[config.mk]
export PLATFORM = sky130hd
export DESIGN_NAME = regfile_msg_server_flat
export DESIGN_NICKNAME = d
export VERILOG_FILES = /design/src/rtl/regfile_msg_server_if.sv /design/src/rtl/regfile_msg_server.sv /design/src/flat_wrapper.sv
export SDC_FILE = /design/constraint.sdc
export NUM_CORES = 1
export LEC_CHECK = 0
export ABC_CLOCK_PERIOD_IN_PS = 3000
export BUFFER_PORTS_ARGS = -buffer_cell sky130_fd_sc_hd__buf_2
export CAP_MARGIN = 20
export CORE_MARGIN = 1.5
export CORE_UTILIZATION = 38
export DETAILED_ROUTE_END_ITERATION = 6
export GPL_TIMING_DRIVEN = 0
export HOLD_SLACK_MARGIN = 0.03
export RECOVER_POWER = 100
export SETUP_SLACK_MARGIN = 0.15
export SLEW_MARGIN = 5
export SYNTH_ARGS = -nofsm -noshare
export SYNTH_HDL_FRONTEND = slang
export SYNTH_SLANG_ARGS = --single-unit
[constraint.sdc]
create_clock -name clk -period 3 [get_ports clk]
set_input_delay 0.75 -clock clk [delete_from_list [all_inputs] [get_ports clk]]
set_output_delay 0.75 -clock clk [all_outputs]
set_load 0.1 [all_outputs]
[src/rtl/regfile_msg_server_if.sv]
// Command/response bus for regfile_msg_server.
// m_in_*  : command channel (op, addr, data) with sync (master valid) / notify (server ready).
// m_out_* : read-response channel (data) with notify (server valid) / sync (consumer ready).
// A transfer happens on a rising edge where sync and notify of the same channel are both 1.
interface regfile_msg_server_if #(
  parameter int unsigned NUM_REGS = 2,
  parameter int unsigned DATA_W   = 32
);
  localparam int unsigned ADDR_W = $clog2(NUM_REGS);

  logic [1:0]        m_in_op;
  logic [ADDR_W-1:0] m_in_addr;
  logic [DATA_W-1:0] m_in_data;
  logic              m_in_sync;
  logic              m_in_notify;
  logic [DATA_W-1:0] m_out_data;
  logic              m_out_sync;
  logic              m_out_notify;

  modport master (
    output m_in_op, m_in_addr, m_in_data, m_in_sync, m_out_sync,
    input  m_in_notify, m_out_data, m_out_notify
  );

  modport slave (
    input  m_in_op, m_in_addr, m_in_data, m_in_sync, m_out_sync,
    output m_in_notify, m_out_data, m_out_notify
  );
endinterface

[src/rtl/regfile_msg_server.sv]
// Parametrised register-file server with blocking sync/notify message ports.
// Ports:
//   clk  - clock, all state updates on the rising edge
//   rst  - asynchronous active-low reset
//   bus  - slave side of regfile_msg_server_if (command channel in, read response out)
// Commands: 00 WRITE, 01 READ, 10 ADD (wraps modulo 2^DATA_W), 11 CLEAR.
// A READ parks the server in SEND until the response is taken; other commands never stall.
module regfile_msg_server #(
  parameter int unsigned NUM_REGS  = 2,
  parameter int unsigned DATA_W    = 32,
  parameter bit          ZERO_REG0 = 1'b0
) (
  input logic                 clk,
  input logic                 rst,
  regfile_msg_server_if.slave bus
);
  localparam int unsigned ADDR_W = $clog2(NUM_REGS);

  localparam logic [1:0] OpWrite = 2'b00;
  localparam logic [1:0] OpRead  = 2'b01;
  localparam logic [1:0] OpAdd   = 2'b10;
  localparam logic [1:0] OpClear = 2'b11;

  typedef enum logic [0:0] {StIdle, StSend} state_e;

  state_e            state_q, state_d;
  logic [DATA_W-1:0] regs_q [NUM_REGS];
  logic [DATA_W-1:0] regs_d [NUM_REGS];
  logic [DATA_W-1:0] resp_q, resp_d;
  logic [DATA_W-1:0] rd_val;

  // Read mux by address match: out-of-range addresses match nothing and read 0.
  always_comb begin
    rd_val = '0;
    for (int unsigned i = 0; i < NUM_REGS; i++) begin
      if (bus.m_in_addr == ADDR_W'(i) && !(ZERO_REG0 && i == 0)) begin
        rd_val = regs_q[i];
      end
    end
  end

  always_comb begin
    state_d = state_q;
    regs_d  = regs_q;
    resp_d  = resp_q;
    unique case (state_q)
      StIdle: begin
        if (bus.m_in_sync) begin
          unique case (bus.m_in_op)
            OpWrite, OpAdd: begin
              for (int unsigned i = 0; i < NUM_REGS; i++) begin
                if (bus.m_in_addr == ADDR_W'(i) && !(ZERO_REG0 && i == 0)) begin
                  regs_d[i] = (bus.m_in_op == OpAdd) ? regs_q[i] + bus.m_in_data
                                                     : bus.m_in_data;
                end
              end
            end
            OpClear: begin
              for (int unsigned i = 0; i < NUM_REGS; i++) begin
                regs_d[i] = '0;
              end
            end
            OpRead: begin
              resp_d  = rd_val;
              state_d = StSend;
            end
            default: ;
          endcase
        end
      end
      StSend: begin
        if (bus.m_out_sync) begin
          state_d = StIdle;
        end
      end
      default: state_d = StIdle;
    endcase
  end

  always_ff @(posedge clk or negedge rst) begin
    if (!rst) begin
      state_q <= StIdle;
      resp_q  <= '0;
      for (int unsigned i = 0; i < NUM_REGS; i++) begin
        regs_q[i] <= '0;
      end
    end else begin
      state_q <= state_d;
      resp_q  <= resp_d;
      for (int unsigned i = 0; i < NUM_REGS; i++) begin
        regs_q[i] <= regs_d[i];
      end
    end
  end

  assign bus.m_in_notify  = (state_q == StIdle);
  assign bus.m_out_notify = (state_q == StSend);
  assign bus.m_out_data   = resp_q;
endmodule

[src/flat_wrapper.sv]
// flat-port wrapper written by rule: the top's interface ports become plain ports
module regfile_msg_server_flat 
#(
  parameter int unsigned NUM_REGS  = 2,
  parameter int unsigned DATA_W    = 32,
  parameter bit          ZERO_REG0 = 1'b0
)
  (clk, rst, bus_m_in_op, bus_m_in_addr, bus_m_in_data, bus_m_in_sync, bus_m_out_sync, bus_m_in_notify, bus_m_out_data, bus_m_out_notify);
  regfile_msg_server_if #(.NUM_REGS(NUM_REGS), .DATA_W(DATA_W)) bus_i ();
  input logic clk;
  input logic rst;
  input wire logic [$bits(bus_i.m_in_op)-1:0] bus_m_in_op;
  input wire logic [$bits(bus_i.m_in_addr)-1:0] bus_m_in_addr;
  input wire logic [$bits(bus_i.m_in_data)-1:0] bus_m_in_data;
  input wire logic [$bits(bus_i.m_in_sync)-1:0] bus_m_in_sync;
  input wire logic [$bits(bus_i.m_out_sync)-1:0] bus_m_out_sync;
  output wire logic [$bits(bus_i.m_in_notify)-1:0] bus_m_in_notify;
  output wire logic [$bits(bus_i.m_out_data)-1:0] bus_m_out_data;
  output wire logic [$bits(bus_i.m_out_notify)-1:0] bus_m_out_notify;
  assign bus_i.m_in_op = bus_m_in_op;
  assign bus_i.m_in_addr = bus_m_in_addr;
  assign bus_i.m_in_data = bus_m_in_data;
  assign bus_i.m_in_sync = bus_m_in_sync;
  assign bus_i.m_out_sync = bus_m_out_sync;
  assign bus_m_in_notify = bus_i.m_in_notify;
  assign bus_m_out_data = bus_i.m_out_data;
  assign bus_m_out_notify = bus_i.m_out_notify;
  regfile_msg_server #(.NUM_REGS(NUM_REGS), .DATA_W(DATA_W), .ZERO_REG0(ZERO_REG0)) u_core (.clk(clk), .rst(rst), .bus(bus_i));
endmodule
==> flow_summary.ini, run 1 <==
[pwr]
leakage_nw = 4.04
swShare_pct = 48.7
clkPwrFrac_pct = 16.9
pwr-share-seq_pct = 26.7
vdd_ir_drop_max_mv = 0.290
p_switching_w = 0.00349
combPwrFrac_pct = 56.3
power_density_mw_per_mm2 = 793
intPower_w = 0.00368

[timing]
setup_viol = 0
worst_slew_pin_slew_ns = 1.22
timing.max_slew.rel_slack_pct = 18.8
rsz0062_at_grt = yes
clock.fmax_mhz = 344
period_minus_slack_ns = 2.91
skew_ns = 0.00817
finalCritPeriodShare_pct = 96.9
fin_ws_ns = 0.0937
hold_violations = 0
slew_viol_final = 0

[critical_path]
max_stage_delay_ns = 0.44
end_kind = flop
path_max_fanout = 3
critPathTopFamily = compound AO/OA/AOI/OAI gates
criticalPathCategory = input port to flop
path_buf_inv = 3
startpoint_type = input port
crit_arrival_ns = 3.13
crit_required_ns = 3.22
worstPathCellList = buf_8 -> buf_4 -> ha_1 -> inv_1 -> fa_1 -> nor2b_4 -> o31ai_4 -> a211oi_2 -> o21ai_2 -> a21oi_1 -> nor3_2 -> o21ai_0 -> xnor2_1 -> o21ai_1
cp_slowest_cell = fa_1

[yosys]
ys_seq_elements = 97
syn_avg_cell_area_sq_um = 8.47
synth_top_area_cell = dfrtp_1
synthTopCellsByCount = a21oi_1, nand2_1, dfrtp_1
synth_top_area_share_pct = 32.1
synth_nets = 996
yosys-top-cells-area = dfrtp_1, ha_1, a21oi_1
ys_types = 64
async_reset_ff_share_pct = 100
synth_edf_count = 0
syn_area_sq_mm = 0.00757
synth-main-ff-cell = dfrtp_1
postSynthCellCount = 893
ys_warn_count = 0
synth.most_common_cell = a21oi_1
ys_seq_area_share_pct = 32.1

[global_route]
grt_start_max_net_pins = 54
grt_pass1_vias = 6716
grt_pass1_wl_microns = 36800
antenna_found_initial = 1
grt_usage_pct = 23.4
grt_overflow = 0

[drt]
dr_total_vias = 7104
drt-vias-per-instance = 5.60
drc = 0
finalWirelength_microns = 24100
wl_per_cell_microns = 19.0
dr.pass1.iters = 5
final_antenna_net_count = 0
drtIter0Drc = 618

[floorplanning]
core_area_sq_mm = 0.0195
io_pins = 73
die_h_microns = 144
dieArea_sq_mm = 0.0208
initial_core_util_pct = 38.7
rows = 51
die_width_microns = 144

[layout]
nNetsFinal = 1100
syn_to_final_growth_pct = 19.5
fin_util_pct = 46.3
drive_above_1_share_pct = 13.7

[clocking]
clkTransAtPathRegs_ns = 0.07
htreeDepth = 3
cts_tree = yes
clock_path_buffers = 2
clock_sinks = 97
cts_made_buffers = 9
cts_root_buf = clkbuf_16
worstSkewPairLatency_ns = 0.36
ctsHoldBuffers = 0

[placement]
gp_congestion = 0.930
dp_hpwl_microns = 17500
portBuffers = 71
pre_cts_ws_ns = -0.498

[outcome]
status = completed

[run]
cap_violations = 0

[min_path]
hold_class = flop to flop
-- worst reg2reg max path, stage by stage, from the launching register on --
cell and delay, ns:
dfrtp_1 0.41, ha_4 0.16, inv_2 0.03, fa_2 0.33
nand2b_4 0.16, a21o_4 0.24, a211oi_4 0.35, nor3_4 0.09
o21ai_2 0.27, a31oi_2 0.15, o21bai_1 0.20, xnor2_1 0.17
o221ai_1 0.16
-- per-layer routing --
layer | global-route usage, % | vias to the layer above | routed length [microns] | share of wire, %
li1 | - | 3465 | - | -
met1 | 33.3 | 3383 | 11400 | 48
met2 | 36.4 | 220 | 10800 | 45
met3 | 3.01 | 36 | 1320 | 5.5
met4 | 8.54 | 0 | 539 | 2.2
met5 | 0 | - | 0 | 0
-- cell families (layout without fill, tap and decap cells) --
kind of cell | count (synthesis) | after routing | share of synthesized area [%]
adder cells (fa/ha/maj) | 64 | 64 | 10.8
AND/OR/NAND/NOR | 275 | 275 | 16.9
flip-flops | 97 | 97 | 32.1
XOR/XNOR | 55 | 55 | 6.37
other | 0 | 1 | 0
AO/OA/AOI/OAI | 313 | 313 | 26.4
buffers and inverters | 53 | 162 | 2.66
multiplexers | 36 | 36 | 4.76
-- power by group through the flow --
stage | sequential [W] | clock [W] | combinational, W
6_report | 0.00192 | 0.00121 | 0.00404
5_1_grt | 0.00196 | 0.00128 | 0.00438
4_1_cts | 0.00190 | 0.00124 | 0.00389
3_5_place_dp | 0.00192 | 0 | 0.00372
3_3_place_gp | 0.00191 | 0 | 0.00369
2_1_floorplan | 0.00278 | 0 | 0.00210
-- per-stage QoR --
step           hold WS, ns  std cells  TNS, ns  cell area, sq um  power [W]
2_1_floorplan        0.454        893        0              7590    0.00488
3_3_place_gp         0.489       1229    -7.32              8280    0.00560
3_5_place_dp         0.500       1231    -7.61              8310    0.00564
4_1_cts              0.415       1255        0              8820    0.00703
5_1_grt              0.532       1267        0              9040    0.00762
6_report             0.513       1268        0              9040    0.00716
-- layout by cell type, fill, tap and decap left out, types with 32 or more instances in the layout --
cell      count
nand2_1     105
mux2i_1      36
xnor2_1      36
clkbuf_1     73
a21oi_1     112
dfrtp_1      97
buf_2        32
a21o_1       34
nor2_1       70
o21ai_0      58
ha_1         51
-- state kept, by name, indices dropped and copies added, names as in the netlist --
name,cells
u_core.regs_q,64
u_core.bus.m_out_data,32
u_core.bus.m_out_notify,1
-- what timing repair did --
item                       4_1_cts  5_1_grt
setup endpoints to repair       17       20
pin swaps                       20       35
buffers inserted                 8       12
gates resized for setup         24       46
-- final cells by class --
class	count	area, sq um
flip-flops and latches	97	2430
clock buffers	11	243
multi-input cells	743	5230
inverters	13	48.8
fillers	1980	10500
well taps	265	332
clock inverters	5	53.8
repair buffers	93	544
plain buffers	40	154
diodes	1	2.50
-- final timing paths --
check / startpoint / to / slack (ns) / cells past startpoint
setup / recovery: bus_m_in_data[0] / u_core.regs_q[60] / 0.09 / 14
hold / removal: u_core.regs_q[7] / u_core.regs_q[7] / 0.51 / 2
setup reg to reg: u_core.regs_q[0] / u_core.regs_q[24] / 0.13 / 12
hold reg to reg: u_core.regs_q[7] / u_core.regs_q[7] / 0.51 / 2
max in group asynchronous: rst / u_core.regs_q[20] / 1.50 / 2
min in group asynchronous: rst / u_core.bus.m_out_data[5] / 0.62 / 1
Note: power is estimated with default switching activity, not from simulation.
==> inputs of run 2 (changes only) <==
Settings changed: SETUP_SLACK_MARGIN 0.15 to 0.05.
==> flow_summary.ini, run 2 (synthesis results as in run 1) <==
[min_path]
hold_class = flop to flop

[critical_path]
max_stage_delay_ns = 0.36
crit_arrival_ns = 3.18
critPathTopFamily = compound AO/OA/AOI/OAI gates
end_kind = flop
path_max_fanout = 5
startpoint_type = input port
criticalPathCategory = input port to flop
cp_slowest_cell = ha_1
worstPathCellList = buf_2 -> ha_1 -> o211ai_1 -> o211ai_2 -> nand4_1 -> o31ai_4 -> a31oi_4 -> o21ai_2 -> a21oi_1 -> mux2i_1 -> a22o_1
crit_required_ns = 3.25
path_buf_inv = 1

[layout]
nNetsFinal = 1091
final_common_cell = a21oi_1
syn_to_final_growth_pct = 16.7
final_cell_mix = a21oi_1, nand2_1, dfrtp_1, clkbuf_1, nor2_1
top_register = u_core.regs_q
drive_above_1_share_pct = 11.3
fillers = 1959
largest_reg_flops = 64

[drt]
drc = 0
dr.pass1.iters = 5
final_antenna_net_count = 0
finalWirelength_microns = 23500
dr_total_vias = 7004
drt-vias-per-instance = 5.56
wl_per_cell_microns = 18.7
drtIter0Drc = 458

[pwr]
pwr-share-seq_pct = 27.1
combPwrFrac_pct = 55.3
clkPwrFrac_pct = 17.6
vdd_ir_drop_max_mv = 0.375
intPower_w = 0.00363
p_switching_w = 0.00341
leakage_nw = 3.97
power_density_mw_per_mm2 = 798
swShare_pct = 48.4

[clocking]
clock_sinks = 97
htreeDepth = 3
cts_tree = yes
worstSkewPairLatency_ns = 0.36
clkTransAtPathRegs_ns = 0.07
clock_path_buffers = 2
ctsHoldBuffers = 0
cts_made_buffers = 9
cts_root_buf = clkbuf_16

[floorplanning]
dieArea_sq_mm = 0.0208
die_width_microns = 144
rows = 51
core_area_sq_mm = 0.0195
io_pins = 73
die_h_microns = 144
initial_core_util_pct = 38.7

[global_route]
grt_start_max_net_pins = 51
grt_pass1_wl_microns = 36500
grt_pass1_vias = 6602
grt_overflow = 0
grt_usage_pct = 23.1
antenna_found_initial = 1

[timing]
period_minus_slack_ns = 2.94
rsz0062_at_grt = yes
finalCritPeriodShare_pct = 97.8
skew_ns = 0.0119
clock.fmax_mhz = 341
holdWs_ns = 0.505
setup_viol = 0
slew_viol_final = 0
hold_violations = 0
worst_slew_pin_slew_ns = 1.33
fin_ws_ns = 0.0648
timing.max_slew.rel_slack_pct = 11.4

[outcome]
status = completed

[placement]
dp_hpwl_microns = 17300
gp_congestion = 0.949
pre_cts_ws_ns = -0.571
portBuffers = 71

[run]
cap_violations = 0
## run 2: worst reg2reg max path, delay by kind of cell, from the launching register on
kind | cells | cell delay, ns
adder cells (fa/ha/maj) | 2 | 0.55
buffers and inverters | 2 | 0.21
AND/OR/NAND/NOR | 2 | 0.26
XOR/XNOR | 1 | 0.22
flip-flops | 1 | 0.41
AO/OA/AOI/OAI | 5 | 1.00
## run 2: power groups by stage
stage          Clock [W]  Combinational [W]  Sequential, W
6_report         0.00124            0.00389        0.00191
5_1_grt          0.00132            0.00422        0.00195
4_1_cts          0.00126            0.00381        0.00190
3_5_place_dp           0            0.00371        0.00192
3_3_place_gp           0            0.00368        0.00191
2_1_floorplan          0            0.00209        0.00278
## run 2: path summary, 6_finish.rpt
path | from | endpoint | slack [ns] | cells past startpoint
setup / recovery | bus_m_in_data[3] | u_core.regs_q[31] | 0.06 | 11
hold / removal | u_core.regs_q[44] | u_core.regs_q[44] | 0.50 | 2
setup reg to reg | u_core.regs_q[0] | u_core.regs_q[18] | 0.16 | 12
hold reg to reg | u_core.regs_q[44] | u_core.regs_q[44] | 0.50 | 2
max in group asynchronous | rst | u_core.bus.m_out_data[12] | 1.45 | 2
min in group asynchronous | rst | u_core.bus.m_out_data[5] | 0.66 | 1
## run 2: area by class of cell
| cell class | instances | area, sq um | area share, % |
|---|---|---|---|
| Timing Repair Buffer | 84 | 439 | 4.98 |
| Antenna cell | 1 | 2.50 | 0.0284 |
| Inverter | 13 | 48.8 | 0.553 |
| Clock inverter | 2 | 35.0 | 0.397 |
| Multi-Input combinational cell | 743 | 5110 | 58.0 |
| Buffer | 40 | 153 | 1.73 |
| Sequential cell | 97 | 2430 | 27.5 |
| Tap cell | 265 | 332 | 3.76 |
| Clock buffer | 14 | 274 | 3.10 |
## run 2: timing repair
item,4_1_cts,5_1_grt
resized for setup,15,20
buffers inserted,5,6
endpoints found under the setup margin,11,19
pin swaps,12,19
## run 2: metal layers
layer  vias up  track usage (%)  wire length (microns)
met5         -                0                      0
met4         0             8.11                    516
met2       217             35.8                  10400
met1      3296             33.0                  11300
met3        33             2.85                   1220
li1       3458                -                      -
## run 2: metrics by stage
stage               cells  power, W  TNS (ns)  util (%)  instance area (sq um)
floorplan             893   0.00487         0         -                   7570
detailed placement   1231   0.00563     -7.50      42.5                   8290
finish               1259   0.00704         0      45.2                   8830
global route         1258   0.00749  -0.00981      45.2                   8820
CTS                  1252   0.00697         0      44.7                   8730
global placement     1229   0.00559     -7.62      42.3                   8250
==> inputs of run 3 (changes only) <==
Settings changed: GPL_TIMING_DRIVEN 0 to default.
==> flow_summary.ini, run 3 (synthesis results as in run 1) <==
[timing]
rsz0062_at_grt = yes
slew_viol_final = 37
fin_ws_ns = 0.116
period_minus_slack_ns = 2.88
holdWs_ns = 0.508
hold_violations = 0
setup_viol = 0
finalCritPeriodShare_pct = 96.1
timing.max_slew.rel_slack_pct = -41.7
worst_slew_pin_slew_ns = 2.13
skew_ns = 0.0143
clock.fmax_mhz = 347

[pwr]
pwr-share-seq_pct = 26.3
clkPwrFrac_pct = 17.2
swShare_pct = 47.8
intPower_w = 0.00377
vdd_ir_drop_max_mv = 0.420
p_switching_w = 0.00345
power_density_mw_per_mm2 = 791
combPwrFrac_pct = 56.5
leakage_nw = 4.28

[critical_path]
r2r-start = u_core.regs_q[35]
criticalPathCategory = input port to flop
startpoint = bus_m_in_data[4]
worstPathCellList = buf_2 -> buf_4 -> ha_1 -> a21oi_1 -> a31oi_2 -> o21ai_2 -> o21ai_1 -> a311o_1 -> a41oi_2 -> mux2i_1 -> nand2_1
crit_arrival_ns = 3.13
path_max_fanout = 4
end_kind = flop
crit_required_ns = 3.25
max_stage_delay_ns = 0.43
startpoint_type = input port
cp_slowest_cell = a311o_1

[clocking]
clock_path_buffers = 2
clock_sinks = 97
clkTransAtPathRegs_ns = 0.07
ctsHoldBuffers = 0
cts_root_buf = clkbuf_16
cts_tree = yes
cts_made_buffers = 9
htreeDepth = 3
worstSkewPairLatency_ns = 0.37

[floorplanning]
die_width_microns = 144
rows = 51
die_h_microns = 144
core_area_sq_mm = 0.0195
io_pins = 73
dieArea_sq_mm = 0.0208
initial_core_util_pct = 38.7

[layout]
largest_reg_flops = 64
final_cell_mix = a21oi_1, nand2_1, dfrtp_1, buf_4, nor2_1
drive_above_1_share_pct = 16.6
nNetsFinal = 1135
top_register = u_core.regs_q
fin_area_sq_mm = 0.00913
syn_to_final_growth_pct = 20.7
final_common_cell = a21oi_1
fin_util_pct = 46.8
stdcell_count = 1303

[outcome]
failed_checks = max-capacitance violations, max-slew violations
status = complete, but fails checks

[placement]
dp_cells = 1284
gp_congestion = 0.899
portBuffers = 72
pre_cts_ws_ns = -0.239
dp_hpwl_microns = 17000
dpl-instance-area_sq_mm = 0.00885

[global_route]
grt_pass1_vias = 6970
grt_usage_pct = 22.8
grt_pass1_wl_microns = 36700
antenna_found_initial = 1
grt_overflow = 0
busiest_layer = met2
grt.met1_usage_pct = 31.6
grt_use_met3_pct = 2.88
grt_start_max_net_pins = 47
met2_usage_pct = 36.5

[min_path]
hold_class = flop to flop
worstHoldStart = u_core.regs_q[14]

[drt]
dr.pass1.iters = 5
drt-vias-per-instance = 5.47
drc = 0
final_antenna_net_count = 0
wl_per_cell_microns = 17.5
finalWirelength_microns = 22700
dr_total_vias = 7126
drtIter0Drc = 427

[run]
cap_violations = 1
==> run 3: cell count changes in the layout (fill, tap and decap cells not counted), sizes merged <==
cell | before | now
buf | 51 | 121
clkbuf | 87 | 58
clkinvlp | 0 | 2
inv | 13 | 15
clkinv | 1 | 0
==> run 3: routing by layer <==
| metal | vias up | routed length [microns] |
|---|---|---|
| met5 | - | 0 |
| met1 | 3404 | 11100 |
| met3 | 28 | 1010 |
| met2 | 161 | 10200 |
| met4 | 0 | 449 |
| li1 | 3533 | - |
==> run 3: worst paths after layout <==
kind / cells past startpoint / end / slack [ns]
worst max-delay path: 11 / u_core.regs_q[63] / 0.12
worst min-delay path: 2 / u_core.regs_q[14] / 0.51
worst max register to register: 10 / u_core.regs_q[63] / 0.22
worst min register to register: 2 / u_core.regs_q[14] / 0.51
max in group asynchronous: 2 / u_core.bus.m_out_data[26] / 0.59
min in group asynchronous: 1 / u_core.bus.m_out_data[5] / 1.00
==> run 3: worst max-delay path: cells and delay by family <==
family                     cells  cell delay (ns)
muxes                          1             0.23
and+or+nand+nor                1             0.07
adders and majority gates      1             0.33
buffers and inverters          2             0.25
AOI/OAI and AO/OA              6             1.50
==> run 3: repair_timing <==
| action | 4_1_cts | 5_1_grt |
|---|---|---|
| gates resized for setup | 0 | 13 |
| endpoints found under the setup margin | 0 | 11 |
| buffers inserted | 0 | 2 |
==> run 3: through the flow <==
| stage | setup TNS [ns] | total power [W] |
|---|---|---|
| after global routing | 0 | 0.00771 |
| final | 0 | 0.00722 |
| after floorplan | 0 | 0.00487 |
| after CTS | 0 | 0.00725 |
| after global placement | -2.39 | 0.00595 |
| after detailed placement | -3.18 | 0.00599 |
==> run 3: layout make-up <==
type / instances / area (sq um)
clock inverter: 5 / 62.6
timing repair buffer: 168 / 1040
sequential: 97 / 2430
multi-input combinational: 743 / 4980
inverter: 13 / 48.8
fill: 2002 / 10400
tap: 265 / 332
clock buffer: 11 / 243
antenna: 1 / 2.50
==> run 3: power by group through the flow <==
stage | Combinational [W] | Sequential, W | Clock, W
finish | 0.00408 | 0.00190 | 0.00124
global route | 0.00445 | 0.00195 | 0.00131
CTS | 0.00409 | 0.00189 | 0.00126
detailed placement | 0.00407 | 0.00191 | 0
global placement | 0.00404 | 0.00191 | 0
floorplan | 0.00209 | 0.00278 | 0
